==> config.mk <==
export PLATFORM = sky130hd
export DESIGN_NAME = spi_flash_sequencer
export DESIGN_NICKNAME = d
export VERILOG_FILES = /design/src/rtl/spi_flash_sequencer.sv
export SDC_FILE = /design/constraint.sdc
export NUM_CORES = 1
export LEC_CHECK = 0
export ABC_AREA = 1
export BUFFER_PORTS_ARGS = -buffer_cell sky130_fd_sc_hd__buf_4
export CORE_MARGIN = 3
export CORE_UTILIZATION = 45
export CTS_BUF_LIST = sky130_fd_sc_hd__clkbuf_4
export DETAILED_ROUTE_END_ITERATION = 6
export GPL_ROUTABILITY_DRIVEN = 1
export PLACE_DENSITY = 0.72
export SYNTH_ARGS = -nofsm -noshare
export SYNTH_HDL_FRONTEND = slang
export SYNTH_SLANG_ARGS = --single-unit
==> constraint.sdc <==
create_clock -name clk -period 11.1 [get_ports clk]
set_input_delay 0.555 -clock clk [delete_from_list [all_inputs] [get_ports clk]]
set_output_delay 0.555 -clock clk [all_outputs]
set_load 0.02 [all_outputs]
==> src/rtl/spi_flash_sequencer.sv <==
// Command-level sequencer in front of spi_controller: opcode, optional address, dummy and data phases per request.
// Optional macro SPI_FLASH_SEQUENCER_WIP_POLL_EN appends automatic 0x05 status polling until WIP clears.
module spi_flash_sequencer #(
    parameter int         LEN_BITS       = 16,
    parameter logic [7:0] FILL_BYTE      = 8'hFF,
    parameter int         CS_HIGH_CYCLES = 16
) (
    input  logic                clk,
    input  logic                reset,
    input  logic                cmd_valid,
    output logic                cmd_ready,
    input  logic [7:0]          cmd_opcode,
    input  logic                cmd_has_addr,
    input  logic [23:0]         cmd_addr,
    input  logic [3:0]          cmd_dummy,
    input  logic                cmd_write,
    input  logic [LEN_BITS-1:0] cmd_len,
    input  logic [7:0]          wr_data,
    input  logic                wr_valid,
    output logic                wr_ready,
    output logic [7:0]          rd_data,
    output logic                rd_valid,
    output logic                busy,
    output logic                done,
    output logic                spi_enable,
    output logic [7:0]          spi_tx_data,
    output logic                spi_tx_strobe,
    input  logic                spi_tx_ready,
    input  logic                spi_rx_strobe,
    input  logic [7:0]          spi_rx_data
);
    // Holds 1 + 3 + 15 + (2^LEN_BITS - 1) bytes without wrapping.
    localparam int CNT_W = LEN_BITS + 2;
    localparam int CS_W  = (CS_HIGH_CYCLES > 1) ? $clog2(CS_HIGH_CYCLES) : 1;

`ifdef SPI_FLASH_SEQUENCER_WIP_POLL_EN
    typedef enum logic [3:0] {
        S_IDLE, S_OPCODE, S_ADDR2, S_ADDR1, S_ADDR0, S_DUMMY, S_DATA, S_DRAIN, S_CSHIGH,
        S_POLL_OP, S_POLL_FILL
    } state_t;
`else
    typedef enum logic [3:0] {
        S_IDLE, S_OPCODE, S_ADDR2, S_ADDR1, S_ADDR0, S_DUMMY, S_DATA, S_DRAIN, S_CSHIGH
    } state_t;
`endif

    state_t              state_reg, state_next;
    state_t              after_addr_state, after_dummy_state;
    logic [7:0]          opcode_reg;
    logic                has_addr_reg;
    logic [23:0]         addr_reg;
    logic [3:0]          dummy_reg;
    logic                write_reg;
    logic [LEN_BITS-1:0] len_reg;
    logic [LEN_BITS-1:0] left_reg, left_next, after_addr_left;
    logic [CS_W-1:0]     cs_cnt_reg, cs_cnt_next;
    logic [CNT_W-1:0]    tx_cnt_reg, rx_cnt_reg, header_len;
    logic                armed_reg;
    logic                done_reg;
    logic                rd_valid_reg;
    logic [7:0]          rd_data_reg;
    logic                accept, finish, frame_start, in_poll;
    logic                tx_strobe, wr_take;
    logic [7:0]          tx_byte;

`ifdef SPI_FLASH_SEQUENCER_WIP_POLL_EN
    logic in_poll_reg, wip_reg, poll_start, poll_req;
    assign in_poll     = in_poll_reg;
    assign frame_start = accept || poll_start;
    assign poll_req    = write_reg ||
                         ((len_reg == '0) && (opcode_reg != 8'h06) && (opcode_reg != 8'h04));
`else
    assign in_poll     = 1'b0;
    assign frame_start = accept;
`endif

    // Header bytes (opcode, address, dummy) whose rx bytes are never returned.
    assign header_len = CNT_W'(1) + (has_addr_reg ? CNT_W'(3) : CNT_W'(0)) + CNT_W'(dummy_reg);

    always_ff @(posedge clk or posedge reset) begin
        if (reset) begin
            state_reg    <= S_IDLE;
            armed_reg    <= 1'b0;
            opcode_reg   <= '0;
            has_addr_reg <= 1'b0;
            addr_reg     <= '0;
            dummy_reg    <= '0;
            write_reg    <= 1'b0;
            len_reg      <= '0;
            left_reg     <= '0;
            cs_cnt_reg   <= '0;
            tx_cnt_reg   <= '0;
            rx_cnt_reg   <= '0;
            done_reg     <= 1'b0;
            rd_valid_reg <= 1'b0;
            rd_data_reg  <= '0;
        end else begin
            state_reg    <= state_next;
            armed_reg    <= 1'b1;
            left_reg     <= left_next;
            cs_cnt_reg   <= cs_cnt_next;
            done_reg     <= finish;
            rd_valid_reg <= 1'b0;
            if (accept) begin
                opcode_reg   <= cmd_opcode;
                has_addr_reg <= cmd_has_addr;
                addr_reg     <= cmd_addr;
                dummy_reg    <= cmd_dummy;
                write_reg    <= cmd_write;
                len_reg      <= cmd_len;
            end
            if (frame_start) begin
                tx_cnt_reg <= '0;
                rx_cnt_reg <= '0;
            end else begin
                if (tx_strobe) begin
                    tx_cnt_reg <= tx_cnt_reg + CNT_W'(1);
                end
                if (spi_rx_strobe && (state_reg != S_IDLE)) begin
                    rx_cnt_reg <= rx_cnt_reg + CNT_W'(1);
                    if (!write_reg && !in_poll && (rx_cnt_reg >= header_len)) begin
                        rd_data_reg  <= spi_rx_data;
                        rd_valid_reg <= 1'b1;
                    end
                end
            end
        end
    end

`ifdef SPI_FLASH_SEQUENCER_WIP_POLL_EN
    // Status byte is the second rx byte of each poll frame.
    always_ff @(posedge clk or posedge reset) begin
        if (reset) begin
            in_poll_reg <= 1'b0;
            wip_reg     <= 1'b0;
        end else begin
            if (accept) begin
                in_poll_reg <= 1'b0;
            end else if (poll_start) begin
                in_poll_reg <= 1'b1;
            end
            if (in_poll_reg && spi_rx_strobe && (state_reg != S_IDLE) && !poll_start &&
                (rx_cnt_reg == CNT_W'(1))) begin
                wip_reg <= spi_rx_data[0];
            end
        end
    end
`endif

    always_comb begin
        state_next        = state_reg;
        left_next         = left_reg;
        cs_cnt_next       = cs_cnt_reg;
        accept            = 1'b0;
        finish            = 1'b0;
        tx_strobe         = 1'b0;
        tx_byte           = 8'h00;
        wr_take           = 1'b0;
`ifdef SPI_FLASH_SEQUENCER_WIP_POLL_EN
        poll_start        = 1'b0;
`endif
        after_dummy_state = (len_reg != '0) ? S_DATA : S_DRAIN;
        after_addr_state  = (dummy_reg != 4'd0) ? S_DUMMY : after_dummy_state;
        after_addr_left   = (dummy_reg != 4'd0) ? LEN_BITS'(dummy_reg) : len_reg;

        case (state_reg)
            S_IDLE: begin
                if (cmd_valid && cmd_ready) begin
                    accept     = 1'b1;
                    state_next = S_OPCODE;
                end
            end
            // First byte of a frame goes out with the chip-select edge, no ready needed.
            S_OPCODE: begin
                tx_strobe = 1'b1;
                tx_byte   = opcode_reg;
                if (has_addr_reg) begin
                    state_next = S_ADDR2;
                end else begin
                    state_next = after_addr_state;
                    left_next  = after_addr_left;
                end
            end
            S_ADDR2: begin
                tx_byte = addr_reg[23:16];
                if (spi_tx_ready) begin
                    tx_strobe  = 1'b1;
                    state_next = S_ADDR1;
                end
            end
            S_ADDR1: begin
                tx_byte = addr_reg[15:8];
                if (spi_tx_ready) begin
                    tx_strobe  = 1'b1;
                    state_next = S_ADDR0;
                end
            end
            S_ADDR0: begin
                tx_byte = addr_reg[7:0];
                if (spi_tx_ready) begin
                    tx_strobe  = 1'b1;
                    state_next = after_addr_state;
                    left_next  = after_addr_left;
                end
            end
            S_DUMMY: begin
                tx_byte = FILL_BYTE;
                if (spi_tx_ready) begin
                    tx_strobe = 1'b1;
                    if (left_reg == LEN_BITS'(1)) begin
                        state_next = after_dummy_state;
                        left_next  = len_reg;
                    end else begin
                        left_next = left_reg - LEN_BITS'(1);
                    end
                end
            end
            // Writes stall here with CS held for as long as wr_valid stays low.
            S_DATA: begin
                tx_byte = write_reg ? wr_data : FILL_BYTE;
                if (spi_tx_ready && (wr_valid || !write_reg)) begin
                    tx_strobe = 1'b1;
                    wr_take   = write_reg;
                    if (left_reg == LEN_BITS'(1)) begin
                        state_next = S_DRAIN;
                    end else begin
                        left_next = left_reg - LEN_BITS'(1);
                    end
                end
            end
            S_DRAIN: begin
                if (rx_cnt_reg == tx_cnt_reg) begin
                    state_next  = S_CSHIGH;
                    cs_cnt_next = CS_W'(CS_HIGH_CYCLES - 1);
                end
            end
            S_CSHIGH: begin
                if (cs_cnt_reg == '0) begin
`ifdef SPI_FLASH_SEQUENCER_WIP_POLL_EN
                    if ((in_poll_reg && wip_reg) || (!in_poll_reg && poll_req)) begin
                        state_next = S_POLL_OP;
                        poll_start = 1'b1;
                    end else begin
                        state_next = S_IDLE;
                        finish     = 1'b1;
                    end
`else
                    state_next = S_IDLE;
                    finish     = 1'b1;
`endif
                end else begin
                    cs_cnt_next = cs_cnt_reg - CS_W'(1);
                end
            end
`ifdef SPI_FLASH_SEQUENCER_WIP_POLL_EN
            S_POLL_OP: begin
                tx_strobe  = 1'b1;
                tx_byte    = 8'h05;
                state_next = S_POLL_FILL;
            end
            S_POLL_FILL: begin
                tx_byte = FILL_BYTE;
                if (spi_tx_ready) begin
                    tx_strobe  = 1'b1;
                    state_next = S_DRAIN;
                end
            end
`endif
            default: state_next = S_IDLE;
        endcase
    end

    assign cmd_ready     = armed_reg && (state_reg == S_IDLE);
    assign busy          = (state_reg != S_IDLE);
    assign done          = done_reg;
    assign spi_enable    = (state_reg != S_IDLE) && (state_reg != S_CSHIGH);
    assign spi_tx_strobe = tx_strobe;
    assign spi_tx_data   = tx_byte;
    assign wr_ready      = wr_take;
    assign rd_valid      = rd_valid_reg;
    assign rd_data       = rd_data_reg;
endmodule

==> qor.csv, run 1 <==
stage,metric,value,unit
status,run status,"complete, no violations",
grt,Congestion Overflow GR,0,
yosys,Mapped Area,0.00740,mm²
yosys,Post-Syn Nets,1144,
routing,DR WL met2,8600,µm
sta,skew final,0.0190,ns
sta,worst slew pin tran,0.956,ns
yosys,Netlist cell types,42,
critical_path,Critical-path top delay cell,inv_2,
clock_network,# hold bufs at CTS,0,
power_and_ir_drop,clock network power share,0.143,
grt,number of global-route vias before repair,6776,
critical_path,critical-path cell list,nor2_2 -> nand2_2 -> nor2_1 -> nand2_2 -> buf_4 -> inv_2 -> buf_4 -> nor2_2 -> inv_2 -> nand3_1 -> nand2_1,
routing,1st-pass router iterations,7,
floorplanning,die area,0.0180,mm²
power_and_ir_drop,P_sw,0.00116,W
sta,Final period util,0.287,
floorplanning,FP Rows,46,
power_and_ir_drop,switching part of the total power,0.488,
routing,Via Count,7114,
layout,P&R area growth vs syn,15.9,%
place,area post-placement,0.00827,mm²
place,port bufs,98,
yosys,YS warnings,0,
routing,WL met3,1410,µm
yosys,post-synthesis area per instance,7.01,µm²
floorplanning,Core Region,0.0160,mm²
power_and_ir_drop,peak supply drop,0.159,mV
yosys,Syn Inst Count,1055,
layout,Final nets,1234,
clock_network,H-tree Lvls,4,
sta,Fin Setup TNS,0,ns
sta,RSZ-0062 raised after global routing,no,
routing,wire length per cell,14.2,µm
layout,layout cells sized above 1,0.144,
layout,max reg flops,24,
grt,largest net degree at the start of global routing,76,
yosys,Synth Register Bits,125,
critical_path,Worst Setup End Kind,register,
critical_path,Critical Path RT,11.61,ns
place,GP Congestion,0.931,
routing,final WL,19600,µm
routing,"antenna viol nets, final",0,
yosys,Post-synth EDFFs,0,
grt,first-pass GRT wire length,32900,µm
floorplanning,Die Width,134,µm
clock_network,# clock sinks,125,
layout,fill count,1577,
routing,drt drc,0,
power_and_ir_drop,Seq pwr share,0.339,
clock_network,clock latency on the worst-skew pair,0.56,ns
critical_path,"delay-heaviest family, CP",buffers and inverters,
routing,met1 wire length,9230,µm
sta,post-layout min period,3.19,ns
power_and_ir_drop,Pint,0.00122,W
power_and_ir_drop,Static Leak,4.48,nW
place,Detailed Place HPWL,14200,µm
critical_path,Crit Path Category,reg -> reg,
min_path,worst hold path class,in -> async,
grt,GRT Util Overall,0.225,
clock_network,clock root buffer,clkbuf_4,
floorplanning,die height,134,µm
clock_network,Max clock buf depth,2,
power_and_ir_drop,pwr/cell area,278,mW/mm²
yosys,"FFs w/ async S/R, synth",1.00,
critical_path,crit-path max FO,74,
routing,Iter 0 DRT Violations,585,
clock_network,Worst-path clk slew,0.12,ns
power_and_ir_drop,Logic pwr share,0.518,
layout,cell area after layout,0.00857,mm²
flow_run,max_cap viols,0,
floorplanning,I/O Pins,99,
floorplanning,initial core utilization,0.462,
yosys,Post-synth top flop,dfrtp_1,
critical_path,Crit path largest cell delay,0.54,ns
routing,highest metal used,met4,
clock_network,post-CTS sizing,0,
critical_path,worst path bufs/invs,4,
yosys,sequential share of the synthesized area,0.423,
critical_path,crit path launch type,register,
routing,via/cell ratio,5.17,
clock_network,Num CTS Buffers,17,
sta,final setup vio count,0,
sta,final hold violation count,0,
critical_path,critical path arrival,3.70,ns
sta,Relative slew margins,0.363,
sta,fmax,313,MHz
clock_network,Setup Buffers After CTS,0,
sta,Max Slew Vio Count,0,
grt,initial antenna violation count,1,
clock_network,CTS tree,yes,
final cells by class:
type	instances	area (µm²)	area share
antenna	2	5.00	0.000584
clock buffer	17	128	0.0149
clock inverter	15	173	0.0201
inverter	93	353	0.0412
multi-input combinational	807	3760	0.438
sequential	125	3130	0.365
tap	216	270	0.0315
timing repair buffer	101	758	0.0885
cell usage after synthesis, types with 2 or more instances:
cell type,count,area share
or2_2,2,0.0017
buf_2,14,0.0095
a21oi_1,29,0.020
inv_1,83,0.042
nor2_4,3,0.0046
nor3_2,2,0.0027
o21ai_0,48,0.032
buf_4,5,0.0051
ha_1,12,0.020
clkbuf_1,8,0.0041
buf_6,2,0.0030
o21bai_1,2,0.0020
nor4_1,2,0.0017
nand2_1,400,0.20
o21a_1,2,0.0020
nor2_2,7,0.0059
nor3_1,14,0.0095
dfrtp_1,125,0.42
xnor2_1,3,0.0036
nand4_1,22,0.019
o22ai_1,2,0.0017
nor2_1,107,0.054
nor3b_2,2,0.0034
o21ai_1,8,0.0054
nand3_1,99,0.067
nand2_2,4,0.0034
o211ai_1,2,0.0020
xor2_1,24,0.028
inv_2,9,0.0046
metrics by stage:
stage                     utilization  setup slack [ns]  std cells  hold slack, ns  total power, W
after detailed placement        0.517              7.99       1342           0.460         0.00203
after CTS                       0.535              7.94       1374          0.0742         0.00238
after global routing            0.536              7.65       1376          0.0931         0.00261
after floorplan                     -              7.22       1055           0.449         0.00169
final                           0.536              7.91       1376          0.0648         0.00238
after global placement          0.517              8.04       1342           0.459         0.00201
power groups by stage:
stage	logic, W	clock network [W]	registers [W]
6_report	0.00123	0.000341	0.000805
5_1_grt	0.00141	0.000365	0.000827
4_1_cts	0.00123	0.000346	0.000801
3_5_place_dp	0.00122	0	0.000809
3_3_place_gp	0.00120	0	0.000807
2_1_floorplan	0.000920	0	0.000770
worst paths after layout:
check	slack (ns)	cells past startpoint	start	to
min	0.06	2	reset	left_reg[11]$_DFFE_PP0P_
min reg2reg	0.48	2	rd_data[3]$_DFFE_PP0P_	rd_data[3]$_DFFE_PP0P_
max in group asynchronous	9.61	3	reset	rx_cnt_reg[12]$_DFFE_PP0P_
max reg2reg	7.91	11	state_reg[3]$_DFFE_PP0P_	tx_cnt_reg[16]$_DFFE_PP0P_
max	7.91	11	state_reg[3]$_DFFE_PP0P_	tx_cnt_reg[16]$_DFFE_PP0P_
min in group clk	0.18	3	cmd_opcode[7]	opcode_reg[7]$_DFFE_PP0P_
logic make-up (layout without fill, tap and decap cells):
logic type               Yosys count  after routing  share of synthesized area
buffers and inverters            123            226                     0.0695
adder cells (fa/ha/maj)           13             13                     0.0230
flip-flops                       125            125                      0.423
AND/OR/NAND/NOR                  670            670                      0.384
AO/OA/AOI/OAI                     96             96                     0.0683
other                              1              3                   0.000507
XOR/XNOR                          27             27                     0.0320
layout by cell type (no fill, tap or decap), drive strengths merged, types with 4 or more instances in the layout:
master,instances
clkbuf,17
clkinvlp,4
nand2,405
dfrtp,125
inv,93
clkinv,8
ha,12
nor2,117
buf,101
nor3,17
a21oi,29
xor2,24
o21ai,57
nand3,100
nand4,22
routing by layer:
metal | up-vias | global-route usage
met3 | 28 | 0.0559
li1 | 3546 | -
met5 | - | 0
met4 | 0 | 0.0724
met1 | 3273 | 0.320
met2 | 267 | 0.340
Note: power is estimated with default switching activity, not from simulation.
==> run 2, diff against run 1 <==
--- a/config.mk
+++ b/config.mk
@@ -5,7 +5,7 @@
 export SDC_FILE = /design/constraint.sdc
 export NUM_CORES = 1
 export LEC_CHECK = 0
-export ABC_AREA = 1
+export ABC_AREA = 0
 export BUFFER_PORTS_ARGS = -buffer_cell sky130_fd_sc_hd__buf_4
 export CORE_MARGIN = 3
 export CORE_UTILIZATION = 45
==> constraint.sdc (replaced) <==
create_clock -name clk -period 3 [get_ports clk]
set_input_delay 0.15 -clock clk [delete_from_list [all_inputs] [get_ports clk]]
set_output_delay 0.15 -clock clk [all_outputs]
set_load 0.02 [all_outputs]
==> run 2 against run 1 <==
Effect of this change:
- utilization is 5.9 points higher
- critical path depth stayed put
- fmax is 13% higher
- global-route usage is 1.0 points lower
- critical endpoint is now rd_data[3]$_DFFE_PP0P_
- largest cell class unchanged
- largest power group unchanged
==> qor.csv, run 2 <==
stage,metric,value,unit,change
status,run status,"complete, no violations",,unchanged
layout,max reg flops,24,,unchanged
grt,first-pass GRT wire length,28000,µm,was 32900 µm
critical_path,critical path arrival,3.24,ns,was 3.70 ns
yosys,Synth Register Bits,125,,unchanged
sta,skew final,0.0179,ns,was 0.0190 ns
sta,worst slew pin tran,0.837,ns,was 0.956 ns
clock_network,Worst-path clk slew,0.11,ns,was 0.12 ns
critical_path,Critical R2R Capture,rd_data[3]$_DFFE_PP0P_,,was tx_cnt_reg[16]$_DFFE_PP0P_
floorplanning,Core Region,0.0141,mm²,was 0.0160 mm²
yosys,Post-Synth Adder-Cell Area,0.0257,,was 0.0230
clock_network,Num CTS Buffers,17,,unchanged
yosys,Post-Synth Simple-Gate Area,0.146,,was 0.384
critical_path,Critical Path RT,3.43,ns,was 11.61 ns
floorplanning,die height,127,µm,was 134 µm
yosys,Post-Syn Nets,731,,was 1144
layout,Final nets,889,,was 1234
sta,Max Slew Vio Count,0,,unchanged
critical_path,"reg-to-reg slack, setup",0.19,ns,was 7.91 ns
critical_path,crit-path max FO,9,,was 74
critical_path,origin of the critical flop-to-flop path,has_addr_reg$_DFFE_PP0P_,,was state_reg[3]$_DFFE_PP0P_
sta,Final period util,0.937,,was 0.287
critical_path,Crit Path Category,reg -> reg,,unchanged
grt,initial antenna violation count,1,,unchanged
place,area post-placement,0.00755,mm²,was 0.00827 mm²
routing,Via Count,5576,,was 7114
critical_path,crit path launch,has_addr_reg$_DFFE_PP0P_,,was state_reg[3]$_DFFE_PP0P_
yosys,largest family of logic cells by synthesized area,simple AND/OR/NAND/NOR gates,,unchanged
sta,post-layout min period,2.81,ns,was 3.19 ns
routing,via/cell ratio,5.62,,was 5.17
yosys,Mapped Area,0.00662,mm²,was 0.00740 mm²
yosys,Compound-Gate Fraction of Synth Area,0.125,,was 0.0683
layout,most frequent cells in the layout,"dfrtp_1, buf_4, mux2_2, dlygate4sd3_1, nor2_1",,"was nand2_1, dfrtp_1, nor2_1, buf_4, nand3_1"
critical_path,Worst Setup End Kind,register,,unchanged
yosys,"FFs w/ async S/R, synth",1.00,,unchanged
sta,final setup vio count,0,,unchanged
layout,cell area after layout,0.00841,mm²,was 0.00857 mm²
yosys,XOR/XNOR share of the synthesized area,0.0688,,was 0.0320
routing,drt drc,0,,unchanged
clock_network,CTS tree,yes,,unchanged
clock_network,Max clock buf depth,2,,unchanged
place,Detailed Place HPWL,11500,µm,was 14200 µm
yosys,Commonest cells post-synth,"dfrtp_1, mux2_2, nor2_1",,"was nand2_1, dfrtp_1, nor2_1"
yosys,Post-synth EDFFs,0,,unchanged
yosys,YS warnings,0,,unchanged
yosys,Post-synth top flop,dfrtp_1,,unchanged
floorplanning,Die Width,127,µm,was 134 µm
critical_path,worst-case reg-to-reg path depth,11,,unchanged
place,port bufs,98,,unchanged
clock_network,H-tree Lvls,4,,unchanged
place,GP Congestion,0.878,,was 0.931
sta,fmax,356,MHz,was 313 MHz
sta,Fin Setup TNS,0,ns,unchanged
clock_network,Setup Buffers After CTS,0,,unchanged
grt,largest net degree at the start of global routing,52,,was 76
clock_network,clock latency on the worst-skew pair,0.55,ns,was 0.56 ns
power_and_ir_drop,pwr/cell area,892,mW/mm²,was 278 mW/mm²
min_path,worst hold path class,in -> async,,unchanged
floorplanning,die area,0.0162,mm²,was 0.0180 mm²
layout,"most common cell after layout, fill and taps aside",dfrtp_1,,was nand2_1
sta,Relative slew margins,0.437,,was 0.363
grt,Congestion Overflow GR,0,,unchanged
yosys,Synth area leaders,"dfrtp_1, mux2_2, xor2_1",,"was dfrtp_1, nand2_1, nand3_1"
yosys,Yosys top cell by area,dfrtp_1,,unchanged
yosys,Yosys top cell area share,0.472,,was 0.423
yosys,Syn Inst Count,642,,was 1055
sta,RSZ-0062 raised after global routing,no,,unchanged
power_and_ir_drop,peak supply drop,0.810,mV,was 0.159 mV
floorplanning,initial core utilization,0.468,,was 0.462
yosys,top-count cell post-synth,dfrtp_1,,was nand2_1
grt,number of global-route vias before repair,5775,,was 6776
grt,GRT Util Overall,0.215,,was 0.225
flow_run,max_cap viols,0,,unchanged
sta,final hold violation count,0,,unchanged
floorplanning,I/O Pins,99,,unchanged
clock_network,# clock sinks,125,,unchanged
power_and_ir_drop,Final Total Pwr,0.00750,W,was 0.00238 W
routing,wire length per cell,16.8,µm,was 14.2 µm
routing,final WL,16700,µm,was 19600 µm
floorplanning,FP Rows,43,,was 46
yosys,post-synthesis area per instance,10.3,µm²,was 7.01 µm²
yosys,sequential share of the synthesized area,0.472,,was 0.423
critical_path,worst setup path end,rd_data[3]$_DFFE_PP0P_,,was tx_cnt_reg[16]$_DFFE_PP0P_
clock_network,clock root buffer,clkbuf_4,,unchanged
layout,final core occ,0.595,,was 0.536
layout,layout cells sized above 1,0.273,,was 0.144
routing,"antenna viol nets, final",0,,unchanged
critical_path,crit path launch type,register,,unchanged
routing,1st-pass router iterations,5,,was 7
yosys,mux cell area share after synthesis,0.124,,was 0
power_and_ir_drop,Static Leak,3.87,nW,was 4.48 nW
layout,P&R area growth vs syn,27.0,%,was 15.9%
routing,Iter 0 DRT Violations,371,,was 585
yosys,Netlist cell types,60,,was 42
[run 2: cell count changes in the layout (fill, tap and decap cells not counted), moves of 9 or more]
cell,delta
nand2_1,-370
nand3_1,-80
mux2_2,+68
dlygate4sd3_1,+63
inv_1,-58
nor2_1,-46
xor2_1,+16
nor4_1,+13
a22oi_1,+12
nand4_1,-11
inv_2,-9
xnor2_1,+9
[run 2: cells by family after synthesis]
| logic type | count (synthesis) |
|---|---|
| AO/OA/AOI/OAI | 129 |
| XOR/XNOR | 52 |
| adder cells (fa/ha/maj) | 13 |
| buffers and inverters | 59 |
| flip-flops | 125 |
| multiplexers | 73 |
| other | 1 |
| AND/OR/NAND/NOR | 190 |
[run 2: through the flow]
step	hold slack (ns)	cells	worst slack (ns)
3_3_place_gp	0.115	898	0.178
4_1_cts	0.0650	991	0.0444
6_report	0.0988	992	0.188
5_1_grt	0.0744	992	0.0265
3_5_place_dp	0.121	898	0.0159
2_1_floorplan	0.267	642	0.261
[run 2: worst min path at each step]
stage                 startpoint                       end  slack [ns]  cells past startpoint
global route               reset  addr_reg[16]$_DFFE_PP0P_        0.07                      3
CTS                        reset  addr_reg[18]$_DFFE_PP0P_        0.07                      3
detailed placement         reset  addr_reg[18]$_DFFE_PP0P_        0.12                      2
global placement           reset   addr_reg[8]$_DFFE_PP0P_        0.12                      2
floorplan           cmd_dummy[0]  dummy_reg[0]$_DFFE_PP0P_        0.27                      2
finish                     reset  addr_reg[18]$_DFFE_PP0P_         0.1                      3
[run 2: layer usage]
layer / up-vias / wire length (µm) / global-route usage / part of all wire
met4: 0 / 396 / 0.0864 / 0.024
met5: - / 0 / 0 / 0
met1: 2738 / 7210 / 0.280 / 0.43
li1: 2615 / - / - / -
met3: 33 / 1080 / 0.0602 / 0.065
met2: 190 / 7990 / 0.341 / 0.48
[run 2: area by class of cell]
| class | instances | area (µm²) |
|---|---|---|
| well taps | 180 | 225 |
| clock inverters | 11 | 78.8 |
| fillers | 1147 | 5740 |
| clock buffers | 19 | 143 |
| flip-flops and latches | 125 | 3130 |
| inverters | 25 | 97.6 |
| repair buffers | 173 | 1480 |
| multi-input cells | 458 | 3260 |
| diodes | 1 | 2.50 |
[run 2: worst max-delay path: stages (launching register included)]
cell,delay (ns)
dfrtp_2,0.48
inv_1,0.13
ha_1,0.18
inv_1,0.06
fa_1,0.49
inv_1,0.05
ha_1,0.26
a21boi_0,0.16
o21ai_0,0.10
a21oi_1,0.17
o211a_4,0.26
mux2_2,0.36
[run 2: power by group]
part	internal (W)	switching, W
Clock	0.000401	0.000594
Combinational	0.00170	0.00198
Sequential	0.00226	0.000566
[run 2: timing repair]
| item | in CTS | in global routing |
|---|---|---|
| hold buffers | 63 | 0 |
| endpoints found under the setup margin | 4 | 8 |
| endpoints found under the hold margin | 175 | 0 |
| gates resized for setup | 1 | 2 |
